## config.mk

```make
export PLATFORM = sky130hd
export DESIGN_NAME = if_fetch
export DESIGN_NICKNAME = d
export VERILOG_FILES = /design/src/rtl/if_fetch.sv
export SDC_FILE = /design/constraint.sdc
export NUM_CORES = 1
export LEC_CHECK = 0
export ABC_AREA = 0
export CAP_MARGIN = 40
export CORE_ASPECT_RATIO = 0.9
export CORE_MARGIN = 4
export CORE_UTILIZATION = 44
export CTS_BUF_LIST = sky130_fd_sc_hd__clkbuf_8
export CTS_CLUSTER_DIAMETER = 80
export DETAILED_ROUTE_END_ITERATION = 6
export GPL_TIMING_DRIVEN = 0
export PLACE_DENSITY = 0.75
export SLEW_MARGIN = 25
export SYNTH_ARGS = -nofsm -noshare
export SYNTH_HDL_FRONTEND = slang
export SYNTH_SLANG_ARGS = --single-unit
```

## constraint.sdc

```tcl
create_clock -name clk -period 6.05 [get_ports clk]
set_clock_uncertainty 0.2 [all_clocks]
set_input_delay 1.815 -clock clk [delete_from_list [all_inputs] [get_ports clk]]
set_output_delay 1.815 -clock clk [all_outputs]
set_load 0.01 [all_outputs]
```

## src/rtl/if_fetch.sv

```systemverilog
// Instruction fetch stage: one outstanding memory request, a registered output entry
// and a one-entry skid buffer, with redirect and in-flight response discard.
module if_fetch #(
    parameter logic [31:0] RESET_PC = 32'h1C00_0000
) (
    input  logic        clk,
    input  logic        rstn,
    input  logic        stall,
    input  logic        redirect_valid,
    input  logic [31:0] redirect_pc,
    output logic        imem_req,
    output logic [31:0] imem_addr,
    input  logic        imem_gnt,
    input  logic        imem_rvalid,
    input  logic [31:0] imem_rdata,
    output logic        fetch_valid,
    output logic [31:0] instr_out,
    output logic [31:0] PC_out
);

    typedef enum logic {
        ST_REQ  = 1'b0,
        ST_WAIT = 1'b1
    } state_t;

    state_t      r_state;
    state_t      w_state_next;

    logic        r_run;
    logic [31:0] r_pc;
    logic [31:0] r_inflight_pc;
    logic        r_discard;

    logic        r_out_valid;
    logic [31:0] r_out_instr;
    logic [31:0] r_out_pc;
    logic        r_skid_valid;
    logic [31:0] r_skid_instr;
    logic [31:0] r_skid_pc;

    logic        w_gnt;
    logic        w_rsp;
    logic        w_rsp_keep;
    logic        w_consume;
    logic [31:0] w_redirect_target;

    assign w_redirect_target = {redirect_pc[31:2], 2'b00};
    assign w_gnt             = imem_req & imem_gnt;
    assign w_rsp             = (r_state == ST_WAIT) & imem_rvalid;
    // A response is dropped if it was killed earlier or a redirect lands with it.
    assign w_rsp_keep        = w_rsp & ~r_discard & ~redirect_valid;
    assign w_consume         = r_out_valid & ~stall;

    always_ff @(posedge clk or negedge rstn) begin
        if (!rstn) begin
            r_state <= ST_REQ;
        end else begin
            r_state <= w_state_next;
        end
    end

    always_comb begin
        w_state_next = r_state;
        case (r_state)
            ST_REQ:  if (w_gnt)       w_state_next = ST_WAIT;
            ST_WAIT: if (imem_rvalid) w_state_next = ST_REQ;
            default: w_state_next = ST_REQ;
        endcase
    end

    // r_run holds off the first request until one edge after reset release.
    always_comb begin
        imem_req  = 1'b0;
        imem_addr = r_pc;
        if ((r_state == ST_REQ) && r_run && !r_skid_valid) begin
            imem_req = 1'b1;
        end
    end

    always_ff @(posedge clk or negedge rstn) begin
        if (!rstn) begin
            r_run         <= 1'b0;
            r_pc          <= RESET_PC;
            r_inflight_pc <= '0;
            r_discard     <= 1'b0;
        end else begin
            r_run <= 1'b1;
            if (w_gnt) begin
                r_inflight_pc <= r_pc;
            end
            if (redirect_valid) begin
                r_pc      <= w_redirect_target;
                r_discard <= w_gnt | ((r_state == ST_WAIT) & ~imem_rvalid);
            end else begin
                if (w_gnt) begin
                    r_pc <= r_pc + 32'd4;
                end
                if (w_rsp) begin
                    r_discard <= 1'b0;
                end
            end
        end
    end

    always_ff @(posedge clk or negedge rstn) begin
        if (!rstn) begin
            r_out_valid  <= 1'b0;
            r_out_instr  <= '0;
            r_out_pc     <= '0;
            r_skid_valid <= 1'b0;
            r_skid_instr <= '0;
            r_skid_pc    <= '0;
        end else if (redirect_valid) begin
            r_out_valid  <= 1'b0;
            r_skid_valid <= 1'b0;
        end else if (w_consume) begin
            if (r_skid_valid) begin
                r_out_valid <= 1'b1;
                r_out_instr <= r_skid_instr;
                r_out_pc    <= r_skid_pc;
                if (w_rsp_keep) begin
                    r_skid_instr <= imem_rdata;
                    r_skid_pc    <= r_inflight_pc;
                end else begin
                    r_skid_valid <= 1'b0;
                end
            end else if (w_rsp_keep) begin
                r_out_valid <= 1'b1;
                r_out_instr <= imem_rdata;
                r_out_pc    <= r_inflight_pc;
            end else begin
                r_out_valid <= 1'b0;
            end
        end else if (w_rsp_keep) begin
            if (!r_out_valid) begin
                r_out_valid <= 1'b1;
                r_out_instr <= imem_rdata;
                r_out_pc    <= r_inflight_pc;
            end else begin
                r_skid_valid <= 1'b1;
                r_skid_instr <= imem_rdata;
                r_skid_pc    <= r_inflight_pc;
            end
        end
    end

    assign fetch_valid = r_out_valid;
    assign instr_out   = r_out_valid ? r_out_instr : 32'd0;
    assign PC_out      = r_out_valid ? r_out_pc    : 32'd0;

endmodule

```

Yosys cells after proc, flatten, opt, wreduce, memory -nomap -nowiden
Index checks and enable logic that the tools add are counted.
Storage, ports and cells
  register bits: 197
  input bits: 70
  output and inout bits: 98
  word-level logic and storage cells: 77
Cells by class
  add/sub/neg operators: 1
  bitwise logic cells: 12
  mux-type cells: 38
  reduce and logical (&&, ||, !) cells: 13
  equality and inequality tests: 2
Operators with widths (number)
  $mux 32: 22
  $add 32x3->32 const B: 1
  $mux 1: 15
  $reduce_bool 2->1: 5
  $reduce_and 4->1: 2
  $and 1x1->1: 6
  $reduce_bool 3->1: 2
  $not 1->1: 5
  $logic_and 1x1->1: 2
  $ne 2x1->1 const B: 1
  $ne 2x2->1 const B: 1
  $pmux 1 s2: 1
  $reduce_and 2->1: 1
  $logic_not 1->1: 1
  $or 1x1->1: 1

Depth between registers and ports, before layout
Gate-level depths: netlist (run 1).
  depth in word-level cells: 7
  gate-level depth with buffers: 7
  gate-level depth less buffers: 4

Worst setup path before layout (run 1)
OpenSTA, ideal clock, no wires.
  path kind: input -> register
  start: input port imem_gnt
  end: register r_pc[25] (netlist: imem_addr[25])
  data required time: 5768 ps
  slack: 2431 ps
  arrival time: 3337 ps
  buffers on the path: 2
  stages on the path: 6
  setup time: 82 ps
  path through: nand4bb_1 buf_2 or4_1 clkbuf_1 or4_1 a31oi_1
On the way
  cells in the longest elaborated chain, start to end: 2
RTL lines
  start: declaration: line 13  | input logic imem_gnt,
  $and 1x1->1: line 48  | assign w_gnt = imem_req & imem_gnt;
  $reduce_bool 2->1 (no source line)
  end signal: assignment: line 92  | r_pc <= w_redirect_target;
  end signal: assignment: line 96  | r_pc <= r_pc + 32'd4;
  end: declaration: line 30  | logic [31:0] r_pc;
Every way passes these cells.
A chain may end at the register's enable or synchronous reset.

Final worst setup path (run 1)
  start: register r_out_valid (netlist: fetch_valid)
  end: output port instr_out[0]
On the way
  cells in the longest elaborated chain, start to end: 1
RTL lines
  start: declaration: line 34  | logic r_out_valid;
  start signal: assignment: line 107  | r_out_valid <= 1'b0;
  start signal: assignment: line 114  | r_out_valid <= 1'b0;
  start signal: assignment: line 118  | r_out_valid <= 1'b1;
  $mux 32: line 148  | assign instr_out = r_out_valid ? r_out_instr : 32'd0;
  end: declaration: line 17  | output logic [31:0] instr_out,
Every way passes these cells.

==> results.tsv, run 1 <==
stage	metric	value	unit
synth	yosysUniqueCellTypes	38	
placement	place_ws	1.24	ns
global_routing	antenna_found_initial	0	
finish	drive_gt1_share	10.5	%
clock_tree	hold_buffers	0	
min_path	hold_path_class	flop to flop	
finish	seq_area	4730	sq um
setup_path	crit_arrival	2.53	ns
floorplan	die_x	156	microns
placement	port_buffers	160	
power_and_ir_drop	p_per_area	282	nW/um^2
timing	rsz0062_at_grt	false	
synth	yosysTopAreaCell	dfrtp_1	
setup_path	path_class	flop to primary output	
placement	dpl_cell_area	10600	sq um
setup_path	crit_path_end_kind	primary output	
finish	fin_area	11000	sq um
synth	syn_area	8640	sq um
placement	globalplace.congestion	0.809	
synth	synthCells	832	
floorplan	io_pins	168	
route	drtPass1Iterations	5	
floorplan	dieArea	22000	sq um
clock_tree	cts_tree	yes	
placement	place_inst	1247	
floorplan	core	19200	sq um
timing	fmax	0.220	GHz
power_and_ir_drop	p_leak	5.16	nW
route	antenna_left	0	
finish	final_common_cell	dfrtp_1	
timing	slew_headroom	49.0	%
route	vias_per_cell	5.24	
setup_path	crit_buf_inv	3	
finish	multi_input_area	3670	sq um
timing	worstMarginPinSlew	0.765	ns
timing	finalCritPeriodShare	75.1	%
setup_path	cpPeakStageDelay	0.54	ns
clock_tree	cts-buffers-inserted	17	
timing	period_minus_slack	4.54	ns
timing	fin_ws	1.51	ns
synth	avgSynthCellArea	10.4	sq um
floorplan	rows	48	
power_and_ir_drop	power	3.12	mW
job	maxCapViolations	0	
clock_tree	cts_root_buf	clkbuf_8	
timing	whs	0.310	ns
global_routing	grt_max_degree	66	
route	drcViolationCount	0	
status	outcome	complete, no violations	
global_routing	first_global_vias	6533	
route	dr_total_vias	6704	
route	wl_per_cell	15.9	microns
finish	fin_nets	1087	
route	routed_wl	20.4	mm
finish	n_antenna_cell	0	
setup_path	cp_max_fo	10	
route	first_iter_violations	413	
finish	final_cell_count_no_fill	1279	
floorplan	start_util	45.0	%
clock_tree	post-cts-setup-buffer-count	0	
setup_path	crit_top_cell	clkbuf_1	
clock_tree	worstSkewPairLatency	0.45	ns
power_and_ir_drop	vdd_drop_max	0.000139	V
setup_path	cpMaxStageDelayCell	clkdlybuf4s50_1	
floorplan	die_h	141	microns
finish	final_cell_mix	186 x dfrtp_1, 159 x clkdlybuf4s50_1, 110 x nand2_1, 83 x nor2_1, 65 x a21oi_1	
placement	dp_hpwl	14.8	mm
clock_tree	cts_max_path_buffers	2	
clock_tree	clk_pin_slew	0.10	ns
setup_path	crit_family	buffers and inverters	
synth	synth_top_area_share	53.9	%
global_routing	grt_pass1_wl	33.5	mm
synth	ys_seq_elements	189	
finish	area_delta_synth_final	27.9	%
timing	slew_violations	0	
global_routing	gr-total-overflow	0	
synth	synth_area_leaders	dfrtp_1 54%, mux2_2 8.1%, mux2i_1 7.3%	
synth	ys_seq_area_share	54.8	%
setup_path	startpoint_type	flop	
global_routing	gr-usage-all-layers	18.9	%
finish	nFillCells	1666	
synth	synth_warnings	0	
setup_path	required	4.03	ns
clock_tree	cts.repair.resized	0	
clock_tree	htreeDepth	4	
timing	hold_viol_final	0	
timing	finalSetupViolations	0	
setup_path	cp_cell_sequence	clkbuf_1, clkbuf_1, and2_1, clkdlybuf4s50_1	
clock_tree	clock_sinks	189	
==> metrics by stage <==
| stage | setup TNS (ns) | utilization (%) |
|---|---|---|
| 2_1_floorplan | 0 | - |
| 3_3_place_gp | -911.10 | 55.0 |
| 3_5_place_dp | 0 | 55.4 |
| 4_1_cts | 0 | 57.5 |
| 5_1_grt | 0 | 57.5 |
| 6_report | 0 | 57.5 |
==> worst paths after layout <==
check,start,end,slack [ns],depth (start not counted)
worst max-delay path,fetch_valid,instr_out[0],1.51,4
worst min-delay path,r_skid_instr[0],r_skid_instr[0],0.31,1
worst max register to register,r_state,r_out_instr[5],3.27,5
worst min register to register,r_skid_instr[0],r_skid_instr[0],0.31,1
max in group asynchronous,rstn,r_out_pc[11],3.53,3
min in group asynchronous,rstn,r_out_instr[4],1.08,1
==> final cells by class <==
type / instances / area share [%]
buffer: 60 / 2.21
clock buffer: 20 / 2.49
clock inverter: 12 / 1.22
inverter: 4 / 0.136
multi-input combinational: 582 / 33.2
sequential: 189 / 42.8
tap: 250 / 2.83
timing repair buffer: 162 / 15.0
==> routing by layer <==
metal	track usage, %	up-vias	part of all wire (%)	wire, microns
li1	-	3227	-	-
met1	27.9	3232	47	9680
met2	28.8	229	45	9230
met3	3.93	16	6.1	1240
met4	4.51	0	1.1	229
met5	0	-	0	0
==> kinds of logic after synthesis <==
family | after synthesis | synth area share, %
AO/OA/AOI/OAI | 120 | 7.63
XOR/XNOR | 10 | 1.01
adder cells (fa/ha/maj) | 1 | 0.145
buffers and inverters | 64 | 3.00
flip-flops | 189 | 54.8
multiplexers | 125 | 15.4
other | 2 | 0.0869
AND/OR/NAND/NOR | 321 | 18.0
==> synth_stat cells <==
cell	number
a21oi_1	65
a221oi_1	1
a22oi_1	1
a31oi_1	18
and2_1	64
and3_1	5
and4_1	4
buf_1	4
buf_2	3
buf_4	4
clkbuf_1	49
clkinv_1	1
conb_1	2
dfrtp_1	186
dfstp_2	3
ha_1	1
inv_1	3
mux2_2	62
mux2i_1	63
nand2_1	110
nand2b_1	1
nand3_1	10
nand3b_1	2
nand4_1	14
nand4bb_1	1
nor2_1	83
nor2b_1	1
nor3_1	2
nor3b_1	1
nor4_1	1
nor4bb_1	1
o21ai_0	23
o31ai_1	12
or3_1	6
or4_1	14
or4b_1	1
xnor2_1	3
xor2_1	7
==> power by group <==
group	internal (mW)	leakage, nW	switching [mW]
Clock	0.405	0.209	0.450
Combinational	0.299	2.62	0.284
Sequential	1.52	2.33	0.163
Total	2.22	5.16	0.897
==> sequential cells by signal, summed over array words and instances, names as in the netlist <==
| name | flops |
|---|---|
| fetch_valid | 1 |
| imem_addr | 30 |
| r_discard | 1 |
| r_inflight_pc | 30 |
| r_out_instr | 32 |
| r_out_pc | 30 |
| r_run | 1 |
| r_skid_instr | 32 |
| r_skid_pc | 30 |
| r_skid_valid | 1 |
| r_state | 1 |
Power figures use the tool's default switching activity.
==> run 2, diff against run 1 <==
Settings changed: PLACE_DENSITY 0.75 to 0.77.
Clock period 6.05 ns to 3.7 ns, I/O delays scaled along.
==> results.tsv, run 2 (synthesis results as in run 1) <==
stage	metric	value	unit	change
setup_path	required	2.39	ns	-1.64 ns
setup_path	crit_arrival	2.25	ns	-0.28 ns
route	antenna_left	0		unchanged
global_routing	antenna_found_initial	0		unchanged
setup_path	crit_cells	4		unchanged
global_routing	gr-usage-all-layers	19.2	%	+0.30 points
placement	port_buffers	160		unchanged
route	dr_total_vias	6595		-1.6%
route	routed_wl	20.4	mm	+0.24%
timing	whs	0.310	ns	+0.000796 ns
finish	multi_input_area	3670	sq um	unchanged
power_and_ir_drop	p_per_area	458	nW/um^2	+62%
setup_path	r2r_cells	5		unchanged
finish	fin_nets	1087		unchanged
placement	dp_hpwl	14.7	mm	-0.61%
setup_path	cpMaxStageDelayCell	clkdlybuf4s50_1		
timing	slew_headroom	47.6	%	-1.4 points
finish	n_antenna_cell	0		unchanged
timing	fmax	0.281	GHz	
finish	fin_util	57.4	%	-0.13 points
clock_tree	cts_max_path_buffers	2		unchanged
placement	place_inst	1247		unchanged
clock_tree	worstSkewPairLatency	0.46	ns	about the same
finish	drive_gt1_share	10.8	%	+0.30 points
clock_tree	clk_pin_slew	0.09	ns	about the same
route	vias_per_cell	5.16		-1.5%
timing	fin_ws	0.140	ns	-1.37 ns
timing	rsz0062_at_grt	false		
timing	slew_violations	0		unchanged
clock_tree	cts-buffers-inserted	17		unchanged
floorplan	die_x	156	microns	unchanged
finish	final_common_cell	dfrtp_1		
placement	globalplace.congestion	0.858		+6.0%
power_and_ir_drop	p_leak	5.16	nW	about the same
setup_path	startpoint_type	flop		
floorplan	dieArea	22000	sq um	unchanged
route	drtPass1Iterations	5		unchanged
global_routing	busiest_layer	met2		
clock_tree	cts_root_buf	clkbuf_8		
global_routing	gr-total-overflow	0		unchanged
clock_tree	cts_tree	yes		
timing	finalSetupViolations	0		unchanged
status	outcome	complete, no violations		
floorplan	io_pins	168		unchanged
timing	finalCritPeriodShare	96.2	%	
global_routing	grtUsageMet1	27.4	%	-0.52 points
global_routing	use_met2	30.0	%	+1.2 points
setup_path	crit_path_end_kind	primary output		
floorplan	start_util	45.0	%	unchanged
global_routing	grt_pass1_wl	33.8	mm	+0.78%
min_path	hold_path_class	flop to flop		
finish	area_delta_synth_final	27.6	%	
setup_path	crit_family	buffers and inverters		
timing	period_minus_slack	3.56	ns	
route	first_iter_violations	387		-6.3%
finish	reg_top3	r_out_instr (32), r_skid_instr (32)		
setup_path	path_class	flop to primary output		
timing	hold_viol_final	0		unchanged
clock_tree	htreeDepth	4		unchanged
setup_path	cpPeakStageDelay	0.60	ns	+0.06 ns
route	drcViolationCount	0		unchanged
global_routing	first_global_vias	6520		-0.20%
setup_path	cp_max_fo	10		unchanged
timing	worstMarginPinSlew	0.786	ns	+0.0209 ns
setup_path	crit_buf_inv	3		unchanged
floorplan	rows	48		unchanged
clock_tree	cts.repair.resized	1		+1
power_and_ir_drop	vdd_drop_max	0.000267	V	+91%
placement	place_ws	-0.341	ns	-1.58 ns
global_routing	use_met3	4.42	%	+0.49 points
clock_tree	clock_sinks	189		unchanged
global_routing	grt_max_degree	72		+9.1%
clock_tree	hold_buffers	0		unchanged
clock_tree	post-cts-setup-buffer-count	0		unchanged
finish	final_cell_mix	186 x dfrtp_1, 159 x clkdlybuf4s50_1, 110 x nand2_1, 83 x nor2_1, 65 x a21oi_1		
route	wl_per_cell	16.0	microns	+0.32%
floorplan	core	19200	sq um	unchanged
finish	seq_area	4730	sq um	unchanged
setup_path	cp_cell_sequence	buf_2, clkbuf_1, and2_1, clkdlybuf4s50_1		
min_path	min_path_cells	2		+1
finish	final_cell_count_no_fill	1278		-0.078%
finish	nFillCells	1705		+2.3%
floorplan	die_h	141	microns	unchanged
job	maxCapViolations	0		unchanged
==> run 2: changes by cell type in the layout (fill, tap and decap cells not counted) <==
| cell | previous run | this run |
|---|---|---|
| buf_2 | 3 | 4 |
| clkbuf_1 | 49 | 44 |
| clkbuf_2 | 0 | 4 |
| clkbuf_8 | 20 | 17 |
| inv_1 | 4 | 5 |
| inv_6 | 2 | 4 |
| inv_8 | 1 | 0 |
==> run 2: stage by stage <==
step	TNS, ns	cell area [sq um]	total power [mW]
2_1_floorplan	0	8650	3.27
3_3_place_gp	-1285.15	10600	3.69
3_5_place_dp	-18.37	10600	3.75
4_1_cts	0	11000	5.09
5_1_grt	0	11000	5.36
6_report	0	11000	5.04
==> run 2: layout make-up <==
type / count / area share [%]
repair buffers: 162 / 15.1
well taps: 250 / 2.84
multi-input cells: 582 / 33.3
clock inverters: 14 / 1.32
flip-flops and latches: 189 / 42.9
clock buffers: 17 / 2.12
plain buffers: 60 / 2.27
inverters: 4 / 0.136
==> run 2: layer usage <==
metal | wire length (microns) | up-vias
met5 | 0 | -
met4 | 208 | 0
met3 | 1100 | 12
met2 | 9360 | 189
met1 | 9760 | 3171
li1 | - | 3223
==> run 2: tightest hold or removal path, stage by stage (launching register included) <==
cell	delay [ns]
dfrtp_1	0.37
nand2_1	0.06
nand2_1	0.05
==> run 2: path summary, 6_finish.rpt <==
kind	from	to	slack, ns
worst min register to register	r_inflight_pc[14]	r_inflight_pc[14]	0.31
worst min-delay path	r_inflight_pc[14]	r_inflight_pc[14]	0.31
min in group asynchronous	rstn	r_out_instr[5]	0.34
worst max register to register	r_state	r_out_pc[2]	0.91
worst max-delay path	fetch_valid	PC_out[12]	0.14
max in group asynchronous	rstn	r_out_pc[2]	2.25
==> run 2: report_power, final <==
group / leakage (nW) / total, mW / switching [mW] / internal [mW]
combinational: 2.64 / 0.954 / 0.464 / 0.490
sequential: 2.33 / 2.75 / 0.266 / 2.48
clock: 0.196 / 1.34 / 0.741 / 0.599
